--- src/rtl/regfile_wb_arbiter_if.sv ---
// Writeback bus between the requesters and the regfile write-port arbiter.
//   req_valid/req_ready : per-requester handshake (one-hot ready)
//   req_addr/req_data   : per-requester destination register and write data
//   rd_en/rd_addr/rd_data : registered regfile write port
// Modports: master = requester/regfile side, slave = arbiter.
interface regfile_wb_arbiter_if #(
    parameter int NREQ = 2
);
    localparam int AW = 5;
    localparam int DW = 32;

    logic [NREQ-1:0]         req_valid;
    logic [NREQ-1:0]         req_ready;
    logic [NREQ-1:0][AW-1:0] req_addr;
    logic [NREQ-1:0][DW-1:0] req_data;
    logic                    rd_en;
    logic [AW-1:0]           rd_addr;
    logic [DW-1:0]           rd_data;

    modport master (
        output req_valid, req_addr, req_data,
        input  req_ready, rd_en, rd_addr, rd_data
    );

    modport slave (
        input  req_valid, req_addr, req_data,
        output req_ready, rd_en, rd_addr, rd_data
    );
endinterface

--- src/rtl/regfile_wb_arbiter.sv ---
// Round-robin arbiter owning the regfile's single write port.
// Ports:
//   clk, rst_n       clock, asynchronous active-low reset
//   wb (slave)       requester handshake in, registered regfile write port out
//   issue_en_i/issue_addr_i  decode issued an instr writing issue_addr_i
//   flush_i          clears all pending bits
//   rs1/rs2_addr_i   decode source registers
//   rs1/rs2_busy_o   source has a pending write (combinational)
// Optional feature macro: WB_SCOREBOARD_EN builds the pending-write
// scoreboard; without it the busy outputs are tied low.
module regfile_wb_arbiter #(
    parameter int NREQ = 2
) (
    input  logic                clk,
    input  logic                rst_n,
    regfile_wb_arbiter_if.slave wb,
    input  logic                issue_en_i,
    input  logic [4:0]          issue_addr_i,
    input  logic                flush_i,
    input  logic [4:0]          rs1_addr_i,
    input  logic [4:0]          rs2_addr_i,
    output logic                rs1_busy_o,
    output logic                rs2_busy_o
);
    localparam int PW = (NREQ > 1) ? $clog2(NREQ) : 1;

    logic [PW-1:0]   ptr_q, ptr_d;
    logic            rd_en_q, rd_en_d;
    logic [4:0]      rd_addr_q, rd_addr_d;
    logic [31:0]     rd_data_q, rd_data_d;
    logic [NREQ-1:0] grant;
    logic [PW-1:0]   gnt_idx;
    logic            gnt_any;

    // Scan from ptr+1 (wrapping) and grant the first valid requester.
    always_comb begin
        grant   = '0;
        gnt_idx = '0;
        gnt_any = 1'b0;
        for (int k = 1; k <= NREQ; k++) begin
            int            j;
            logic [PW-1:0] jj;
            j = int'(ptr_q) + k;
            if (j >= NREQ) j = j - NREQ;
            jj = PW'(j);
            if (!gnt_any && wb.req_valid[jj]) begin
                grant[jj] = 1'b1;
                gnt_idx   = jj;
                gnt_any   = 1'b1;
            end
        end
    end

    // Ready is suppressed while reset is asserted.
    assign wb.req_ready = grant & {NREQ{rst_n}};

    always_comb begin
        ptr_d     = ptr_q;
        rd_en_d   = 1'b0;
        rd_addr_d = rd_addr_q;
        rd_data_d = rd_data_q;
        if (gnt_any) begin
            ptr_d     = gnt_idx;
            rd_addr_d = wb.req_addr[gnt_idx];
            rd_data_d = wb.req_data[gnt_idx];
            // x0 writes complete the handshake but never reach the regfile
            rd_en_d   = (wb.req_addr[gnt_idx] != 5'd0);
        end
    end

    always_ff @(posedge clk or negedge rst_n) begin
        if (!rst_n) begin
            ptr_q     <= PW'(NREQ - 1);
            rd_en_q   <= 1'b0;
            rd_addr_q <= '0;
            rd_data_q <= '0;
        end else begin
            ptr_q     <= ptr_d;
            rd_en_q   <= rd_en_d;
            rd_addr_q <= rd_addr_d;
            rd_data_q <= rd_data_d;
        end
    end

    assign wb.rd_en   = rd_en_q;
    assign wb.rd_addr = rd_addr_q;
    assign wb.rd_data = rd_data_q;

`ifdef WB_SCOREBOARD_EN
    logic [31:0] pend_q, pend_d;

    // Order matters: commit clears, flush wipes, then a new issue sets, so a
    // same-edge issue always wins over both clear and flush.
    always_comb begin
        pend_d = pend_q;
        if (rd_en_q) pend_d[rd_addr_q] = 1'b0;
        if (flush_i) pend_d = '0;
        if (issue_en_i && issue_addr_i != 5'd0) pend_d[issue_addr_i] = 1'b1;
        pend_d[0] = 1'b0;
    end

    always_ff @(posedge clk or negedge rst_n) begin
        if (!rst_n) pend_q <= '0;
        else        pend_q <= pend_d;
    end

    assign rs1_busy_o = pend_q[rs1_addr_i];
    assign rs2_busy_o = pend_q[rs2_addr_i];
`else
    logic unused_sb;
    assign unused_sb  = ^{issue_en_i, issue_addr_i, flush_i, rs1_addr_i, rs2_addr_i};
    assign rs1_busy_o = 1'b0;
    assign rs2_busy_o = 1'b0;
`endif
endmodule

--- src/flat_wrapper.sv ---
// flat-port wrapper written by rule: the top's interface ports become plain ports
module regfile_wb_arbiter_flat 
#(
    parameter int NREQ = 2
)
  (clk, rst_n, issue_en_i, issue_addr_i, flush_i, rs1_addr_i, rs2_addr_i, rs1_busy_o, rs2_busy_o, wb_req_valid, wb_req_addr, wb_req_data, wb_req_ready, wb_rd_en, wb_rd_addr, wb_rd_data);
  regfile_wb_arbiter_if #(.NREQ(NREQ)) wb_i ();
  input  logic clk;
  input  logic rst_n;
  input  logic issue_en_i;
  input  logic [4:0] issue_addr_i;
  input  logic flush_i;
  input  logic [4:0] rs1_addr_i;
  input  logic [4:0] rs2_addr_i;
  output logic rs1_busy_o;
  output logic rs2_busy_o;
  input wire logic [$bits(wb_i.req_valid)-1:0] wb_req_valid;
  input wire logic [$bits(wb_i.req_addr)-1:0] wb_req_addr;
  input wire logic [$bits(wb_i.req_data)-1:0] wb_req_data;
  output wire logic [$bits(wb_i.req_ready)-1:0] wb_req_ready;
  output wire logic [$bits(wb_i.rd_en)-1:0] wb_rd_en;
  output wire logic [$bits(wb_i.rd_addr)-1:0] wb_rd_addr;
  output wire logic [$bits(wb_i.rd_data)-1:0] wb_rd_data;
  assign wb_i.req_valid = wb_req_valid;
  assign wb_i.req_addr = wb_req_addr;
  assign wb_i.req_data = wb_req_data;
  assign wb_req_ready = wb_i.req_ready;
  assign wb_rd_en = wb_i.rd_en;
  assign wb_rd_addr = wb_i.rd_addr;
  assign wb_rd_data = wb_i.rd_data;
  regfile_wb_arbiter #(.NREQ(NREQ)) u_core (.clk(clk), .rst_n(rst_n), .wb(wb_i), .issue_en_i(issue_en_i), .issue_addr_i(issue_addr_i), .flush_i(flush_i), .rs1_addr_i(rs1_addr_i), .rs2_addr_i(rs2_addr_i), .rs1_busy_o(rs1_busy_o), .rs2_busy_o(rs2_busy_o));
endmodule
--- config.mk ---
export PLATFORM = sky130hd
export DESIGN_NAME = regfile_wb_arbiter_flat
export DESIGN_NICKNAME = d
export VERILOG_FILES = /design/src/rtl/regfile_wb_arbiter_if.sv /design/src/rtl/regfile_wb_arbiter.sv /design/src/flat_wrapper.sv
export SDC_FILE = /design/constraint.sdc
export NUM_CORES = 1
export LEC_CHECK = 0
export ABC_AREA = 0
export BUFFER_PORTS_ARGS = -buffer_cell sky130_fd_sc_hd__buf_2
export CAP_MARGIN = 20
export CELL_PAD_IN_SITES_DETAIL_PLACEMENT = 0
export CELL_PAD_IN_SITES_GLOBAL_PLACEMENT = 1
export CORE_MARGIN = 2
export CORE_UTILIZATION = 33
export CTS_CLUSTER_SIZE = 16
export DETAILED_ROUTE_END_ITERATION = 16
export HOLD_SLACK_MARGIN = 0.02
export PLACE_DENSITY = 0.92
export SYNTH_ARGS = -nofsm -noshare
export SYNTH_HDL_FRONTEND = slang
export SYNTH_SLANG_ARGS = --single-unit
--- constraint.sdc ---
create_clock -name clk -period 3.1 [get_ports clk]
set_input_delay 0.31 -clock clk [delete_from_list [all_inputs] [get_ports clk]]
set_output_delay 0.31 -clock clk [all_outputs]
set_load 0.005 [all_outputs]
==> impl_metrics.sql, run 1 <==
INSERT INTO impl_metrics (metric_group, metric, value, unit) VALUES
('grt', 'largest_net_degree_at_the_start_of_global_routing', '77', ''),
('placed_design', 'hpwlAfterDp', '4020', 'um'),
('clock_tree', 'cts-buffers-inserted', '5', ''),
('floorplan', 'pin_count', '137', ''),
('worst_setup_path', 'critical_register_to_register_path_startpoint', 'u_core.ptr_q', ''),
('worst_setup_path', 'worstSetupStartpoint', 'u_core.ptr_q', ''),
('clock_tree', 'clkLatencyLatePin', '0.29', 'ns'),
('floorplan', 'initial_core_util', '0.340', ''),
('min_path', 'min-delay-start', 'wb_req_data[13]', ''),
('floorplan', 'core_area', '6310', 'um^2'),
('timing', 'max_freq', '517', 'MHz'),
('detailed_routing', 'dr_total_vias', '2009', ''),
('worst_setup_path', 'crit_path_cell_trace', 'nand2b_2 -> and3_1 -> buf_2', ''),
('cells_and_area', 'drive_above_1_share', '0.534', ''),
('worst_setup_path', 'critical-path-max-stage-delay', '0.55', 'ns'),
('grt', 'grt-ovfl-total', '0', ''),
('clock_tree', 'cts.reportedPaths.clkPinSlew', '0.08', 'ns'),
('timing', 'post-route-period-util', '0.624', ''),
('pwr', 'ir_worst_vdd', '0.195', 'mV'),
('clock_tree', 'cts_tree', 'done', ''),
('timing', 'rsz0062_at_grt', 'false', ''),
('placed_design', 'post-place-ws', '1.32', 'ns'),
('grt', 'globalRouteTotalUtil', '0.165', ''),
('min_path', 'min-delay-path-class', 'in2reg', ''),
('detailed_routing', 'detail_route.vias_per_cell', '5.39', ''),
('yosys', 'yosys.area.top_type', 'dfrtp_1', ''),
('yosys', 'synthDominantCellAreaShare', '0.443', ''),
('cells_and_area', 'nNetsFinal', '390', ''),
('timing', 'timing_hold_violations_final', '0', ''),
('pwr', 'report.power.total', '1300', 'uW'),
('worst_setup_path', 'critPathCaptureType', 'output port', ''),
('pwr', 'power.leakage', '0.00138', 'uW'),
('detailed_routing', 'wl_per_cell', '15.9', 'um'),
('cells_and_area', 'layout.cell_area.non_filler', '2840', 'um^2'),
('worst_setup_path', 'worst-endpoint-arrival', '1.63', 'ns'),
('floorplan', 'die_h', '84.6', 'um'),
('yosys', 'syn_area', '2140', 'um^2'),
('yosys', 'synth-seq-area-share', '0.456', ''),
('worst_setup_path', 'critical_path_buf_inv_count', '1', ''),
('cells_and_area', 'layout.cells.most_common_list', 'buf_2 (117), dfrtp_1 (38), nor2b_1 (37), a211o_1 (37), o221a_2 (28)', ''),
('worst_setup_path', 'worst-path-max-fanout', '22', ''),
('timing', 'fin_crit', '1.94', 'ns'),
('floorplan', 'core.rowCount', '29', ''),
('job', 'maxCapViolations', '0', ''),
('cells_and_area', 'syn2layout_area_growth', '32.6', '%'),
('grt', 'first_pass_grt_wire_length', '9520', 'um'),
('detailed_routing', 'initialDrtViolationCount', '114', ''),
('timing', 'drv_slew', '0', ''),
('placed_design', 'count_of_input_and_output_buffers', '117', ''),
('timing', 'fin_hold_ws', '0.287', 'ns'),
('yosys', 'post_synth_inst_count', '186', ''),
('worst_setup_path', 'timing_worst_setup_path_type', 'reg2out', ''),
('yosys', 'netlist_top_cells_area', 'dfrtp_1 (44%), a211o_1 (15%), o221a_2 (15%), nor2b_1 (11%), o221a_1 (4.7%)', ''),
('grt', 'first_global_vias', '1927', ''),
('timing', 'slew_headroom', '0.496', ''),
('worst_setup_path', 'cpMaxStageDelayCell', 'dfstp_2', ''),
('status', 'run_status', 'completed', ''),
('floorplan', 'dieArea', '7160', 'um^2'),
('timing', 'fin_tns_setup', '0', 'ns'),
('timing', 'final_critical_path_setup_slack', '1.16', 'ns'),
('cells_and_area', 'antenna_cells_inserted', '0', ''),
('cells_and_area', 'fill_cells', '629', ''),
('placed_design', 'placedInstanceArea', '2750', 'um^2'),
('placed_design', 'gp_congestion', '0.691', ''),
('grt', 'number_of_antenna_violations_at_the_first_check_in_global_routing', '0', ''),
('detailed_routing', 'drt_pre_antenna_iters', '4', ''),
('worst_setup_path', 'critical_path_start_type', 'flop', ''),
('yosys', 'synth.avg_cell_area', '11.5', 'um^2'),
('yosys', 'synth_warnings', '0', ''),
('clock_tree', 'number_of_buffers_inserted_to_repair_setup_after_cts', '0', ''),
('timing', 'worst-slew-pin-transition', '0.756', 'ns');
-- layout make-up --
cell class | count | area (um^2) | area share
Clock buffer | 8 | 80.1 | 0.0282
Inverter | 1 | 3.75 | 0.00132
Multi-Input combinational cell | 124 | 1040 | 0.368
Sequential cell | 39 | 977 | 0.344
Tap cell | 77 | 96.3 | 0.0339
Timing Repair Buffer | 124 | 641 | 0.225
-- worst paths after layout --
check	slack, ns	to	depth (start not counted)
worst max-delay path	1.16	wb_req_ready[0]	3
worst min-delay path	0.29	u_core.wb.rd_data[13]	2
max in group asynchronous	1.93	u_core.ptr_q	3
min in group asynchronous	0.43	u_core.wb.rd_addr[2]	2
worst max register to register	1.33	u_core.wb.rd_data[22]	4
worst min register to register	0.48	u_core.ptr_q	2
-- cell usage after synthesis (all sizes together) --
library cell and number:
a211o 37, and3 2, buf 16, clkbuf 7, conb 1, dfrtp 38, dfstp 1, inv 1
nand2 2, nand2b 1, nor2 1, nor2b 37, o211ai 1, o21ai 2, o221a 37, or4 2
-- worst reg2reg max path, cell delays in order, from the launching register on --
cell and delay [ns]:
dfstp_2 0.55, nand2b_2 0.45, nand2_1 0.14, buf_4 0.24, o221a_2 0.28
-- repair_timing --
item,in CTS,in global routing
endpoints found under the hold margin,7,0
hold buffers,1,0
resized for setup,0,0
-- metrics by stage --
stage / util / cells
floorplan: - / 187
global placement: 0.436 / 364
detailed placement: 0.436 / 364
CTS: 0.450 / 373
global route: 0.450 / 373
finish: 0.450 / 373
-- power breakdown --
part           switching, uW  total (uW)  internal [uW]
Combinational            165         366            201
Clock                    171         331            160
Sequential              29.2         606            576
Total                    366        1300            937
-- logic make-up after synthesis --
kind of cell,count (synthesis),share of synthesized area
simple gates,45,0.129
compound gates,77,0.354
other cells,1,0.00175
flops,39,0.456
buf+inv,24,0.0601
-- state kept, by name, indices dropped and copies added (netlist names) --
signal and flops:
u_core.ptr_q 1, u_core.wb.rd_addr 5, u_core.wb.rd_data 32, u_core.wb.rd_en 1
-- routing by layer --
metal  track usage  vias up  wire, um
li1              -      950         -
met1         0.219      982      2700
met2         0.273       72      2810
met3        0.0423        5       375
met4        0.0361        0        42
met5             0        -         0
(Power assumes the default switching activity.)
==> run 2, diff against run 1 <==
--- a/config.mk
+++ b/config.mk
@@ -5,17 +5,17 @@
 export SDC_FILE = /design/constraint.sdc
 export NUM_CORES = 1
 export LEC_CHECK = 0
-export ABC_AREA = 0
+export ABC_AREA = 1
 export BUFFER_PORTS_ARGS = -buffer_cell sky130_fd_sc_hd__buf_2
 export CAP_MARGIN = 20
 export CELL_PAD_IN_SITES_DETAIL_PLACEMENT = 0
 export CELL_PAD_IN_SITES_GLOBAL_PLACEMENT = 1
 export CORE_MARGIN = 2
-export CORE_UTILIZATION = 33
+export CORE_UTILIZATION = 24
 export CTS_CLUSTER_SIZE = 16
 export DETAILED_ROUTE_END_ITERATION = 16
 export HOLD_SLACK_MARGIN = 0.02
-export PLACE_DENSITY = 0.92
+export PLACE_DENSITY = 0.82
 export SYNTH_ARGS = -nofsm -noshare
 export SYNTH_HDL_FRONTEND = slang
 export SYNTH_SLANG_ARGS = --single-unit
==> constraint.sdc (replaced) <==
create_clock -name clk -period 1.7 [get_ports clk]
set_input_delay 0.17 -clock clk [delete_from_list [all_inputs] [get_ports clk]]
set_output_delay 0.17 -clock clk [all_outputs]
set_load 0.005 [all_outputs]
==> impl_metrics.sql, run 2 <==
INSERT INTO impl_metrics (metric_group, metric, value, unit) VALUES
('clock_tree', 'total_number_of_h_tree_levels', '2', ''),
('placed_design', 'hpwlAfterDp', '3870', 'um'),
('floorplan', 'pin_count', '137', ''),
('yosys', 'synth_warnings', '0', ''),
('pwr', 'ir_worst_vdd', '0.323', 'mV'),
('clock_tree', 'cts.reportedPaths.clkPinSlew', '0.08', 'ns'),
('grt', 'number_of_antenna_violations_at_the_first_check_in_global_routing', '0', ''),
('pwr', 'p_per_area', '826', 'nW/um^2'),
('pwr', 'power.leakage', '0.00153', 'uW'),
('yosys', 'ys_seq_elements', '39', ''),
('floorplan', 'initial_core_util', '0.249', ''),
('timing', 'fin_tns_setup', '0', 'ns'),
('yosys', 'yosys.area.top_type', 'dfrtp_1', ''),
('worst_setup_path', 'timing_worst_setup_path_type', 'reg2out', ''),
('placed_design', 'gp_congestion', '0.675', ''),
('timing', 'max_freq', '624', 'MHz'),
('grt', 'globalRouteTotalUtil', '0.119', ''),
('yosys', 'netlist_top_cells_area', 'dfrtp_1 (49%), nand2_1 (28%), o21ai_0 (8.0%), buf_2 (2.3%), o21ai_1 (2.1%)', ''),
('floorplan', 'core_area', '7770', 'um^2'),
('timing', 'final.setup_skew', '0.00338', 'ns'),
('grt', 'first_global_vias', '1812', ''),
('job', 'maxCapViolations', '0', ''),
('clock_tree', 'number_of_buffers_inserted_to_repair_setup_after_cts', '0', ''),
('floorplan', 'dieArea', '8800', 'um^2'),
('worst_setup_path', 'critPathCaptureType', 'output port', ''),
('clock_tree', 'cts_tree', 'done', ''),
('timing', 'post-route-period-util', '0.943', ''),
('timing', 'fin_crit', '1.60', 'ns'),
('grt', 'first_pass_grt_wire_length', '8310', 'um'),
('timing', 'final_critical_path_setup_slack', '0.0967', 'ns'),
('yosys', 'ys_types', '18', ''),
('grt', 'largest_net_degree_at_the_start_of_global_routing', '35', ''),
('worst_setup_path', 'worst-endpoint-arrival', '1.43', 'ns'),
('cells_and_area', 'drive_above_1_share', '0.357', ''),
('yosys', 'asyncSetResetFlopFracSynth', '1.00', ''),
('min_path', 'holdPathEnd', 'u_core.wb.rd_data[0]', ''),
('yosys', 'postSynth.topFlopCell', 'dfrtp_1', ''),
('yosys', 'synth-seq-area-share', '0.505', ''),
('yosys', 'synthDominantCellAreaShare', '0.491', ''),
('detailed_routing', 'initialDrtViolationCount', '53', ''),
('min_path', 'min-delay-path-class', 'in2reg', ''),
('cells_and_area', 'mostFrequentLayoutCell', 'nand2_1', ''),
('detailed_routing', 'finalWirelength', '5110', 'um'),
('detailed_routing', 'dr_total_vias', '1978', ''),
('floorplan', 'die_width', '93.8', 'um'),
('cells_and_area', 'syn2layout_area_growth', '40.9', '%'),
('placed_design', 'count_of_input_and_output_buffers', '117', ''),
('worst_setup_path', 'critical_path_required', '1.53', 'ns'),
('grt', 'globalRouteMet2Util', '0.198', ''),
('worst_setup_path', 'worst-path-max-fanout', '34', ''),
('timing', 'drv_slew', '0', ''),
('yosys', 'post-synth-top-count-cell', 'nand2_1', ''),
('floorplan', 'core.rowCount', '32', ''),
('timing', 'rsz0062_at_grt', 'false', ''),
('worst_setup_path', 'critical_register_to_register_path_startpoint', 'u_core.ptr_q', ''),
('placed_design', 'placedInstanceArea', '2610', 'um^2'),
('clock_tree', 'clock_sinks', '39', ''),
('yosys', 'syn_area', '1940', 'um^2'),
('timing', 'setup_viol', '0', ''),
('clock_tree', 'clkLatencyLatePin', '0.28', 'ns'),
('yosys', 'yosys-top-cells-count', 'nand2_1 (145), dfrtp_1 (38), o21ai_0 (31)', ''),
('timing', 'fin_hold_ws', '0.0965', 'ns'),
('worst_setup_path', 'worst_r2r_path_depth', '6', ''),
('clock_tree', 'cts-buffers-inserted', '5', ''),
('cells_and_area', 'fill_cells', '836', ''),
('cells_and_area', 'nNetsFinal', '472', ''),
('worst_setup_path', 'regToRegSetupSlack', '0.30', 'ns'),
('grt', 'grt.met3_usage', '0.0401', ''),
('cells_and_area', 'finish.cell_count_without_fillers', '480', ''),
('detailed_routing', 'wl_per_cell', '10.7', 'um'),
('min_path', 'min-delay-start', 'wb_req_data[32]', ''),
('cells_and_area', 'layout.cell_area.non_filler', '2730', 'um^2'),
('grt', 'grt-ovfl-total', '0', ''),
('cells_and_area', 'largest_reg_flops', '32', ''),
('placed_design', 'post-place-cells', '471', ''),
('clock_tree', 'clockBufferDepth', '2', ''),
('min_path', 'holdPathStages', '3', ''),
('yosys', 'post_synth_inst_count', '262', ''),
('grt', 'use_met1', '0.149', ''),
('cells_and_area', 'antenna_cells_inserted', '0', ''),
('detailed_routing', 'drt.antenna.violating_nets', '0', ''),
('detailed_routing', 'drc', '0', ''),
('yosys', 'synth-edff-count', '0', ''),
('detailed_routing', 'drt_pre_antenna_iters', '4', ''),
('worst_setup_path', 'critical_path_start_type', 'flop', ''),
('timing', 'timing_hold_violations_final', '0', ''),
('grt', 'globalRoute.busiestLayer', 'met2', ''),
('floorplan', 'die_h', '93.8', 'um'),
('worst_setup_path', 'critical_path.reg2reg.endpoint', 'u_core.wb.rd_data[14]', ''),
('cells_and_area', 'layout.cells.most_common_list', 'nand2_1 (145), buf_2 (117), dfrtp_1 (38), o21ai_0 (31), inv_1 (9)', ''),
('placed_design', 'post-place-ws', '0.253', 'ns'),
('detailed_routing', 'detail_route.vias_per_cell', '4.12', ''),
('yosys', 'synth.avg_cell_area', '7.39', 'um^2'),
('status', 'run_status', 'completed', ''),
('clock_tree', 'cts_root_buf', 'clkbuf_8', '');
run 2: worst max path at each step:
stage,from,endpoint,depth (start not counted)
global route,u_core.ptr_q,wb_req_ready[1],5
global placement,u_core.ptr_q,u_core.wb.rd_data[8],6
CTS,u_core.ptr_q,wb_req_ready[1],5
finish,u_core.ptr_q,wb_req_ready[1],5
detailed placement,u_core.ptr_q,u_core.wb.rd_data[13],6
floorplan,u_core.ptr_q,u_core.wb.rd_en,8
run 2: logic make-up (layout without fill, tap and decap cells):
| family | count (synthesis) | after routing | synth area share |
|---|---|---|---|
| AO/OA/AOI/OAI | 40 | 40 | 0.103 |
| flip-flops | 39 | 39 | 0.505 |
| buffers and inverters | 27 | 142 | 0.0737 |
| other | 1 | 2 | 0.00194 |
| AND/OR/NAND/NOR | 155 | 155 | 0.316 |
run 2: stage by stage:
stage	utilization	power [uW]
floorplan	-	1340
global placement	0.336	1590
detailed placement	0.336	1600
CTS	0.350	2310
global route	0.351	2430
finish	0.351	2250
run 2: area by class of cell:
class	instances	area [um^2]	share of cell area
repair buffers	125	661	0.242
flip-flops and latches	39	977	0.358
well taps	102	128	0.0468
inverters	9	33.8	0.0124
clock buffers	8	100	0.0367
multi-input cells	197	828	0.304
run 2: repair_timing:
item,CTS,global route
hold buffers,1,0
endpoints found under the hold margin,39,0
setup endpoints to repair,0,1
resized for setup,0,1
run 2: power by group:
group          leakage, uW  internal, uW  switching [uW]  total, uW
combinational      0.00103           226             256        482
sequential        0.000451          1040            55.4       1090
clock            0.0000515           370             309        679
total              0.00153          1630             620       2250
run 2: per-layer routing:
| metal | part of all wire | vias up |
|---|---|---|
| met1 | 0.45 | 864 |
| li1 | - | 1036 |
| met3 | 0.090 | 2 |
| met2 | 0.46 | 76 |
| met5 | 0 | - |
| met4 | 0.0027 | 0 |
run 2: critical path: stages (launching register included):
cell     delay [ns]
dfstp_2        0.57
nand2_4        0.08
nand2_8        0.12
buf_12         0.17
nor2_1         0.06
buf_2          0.12
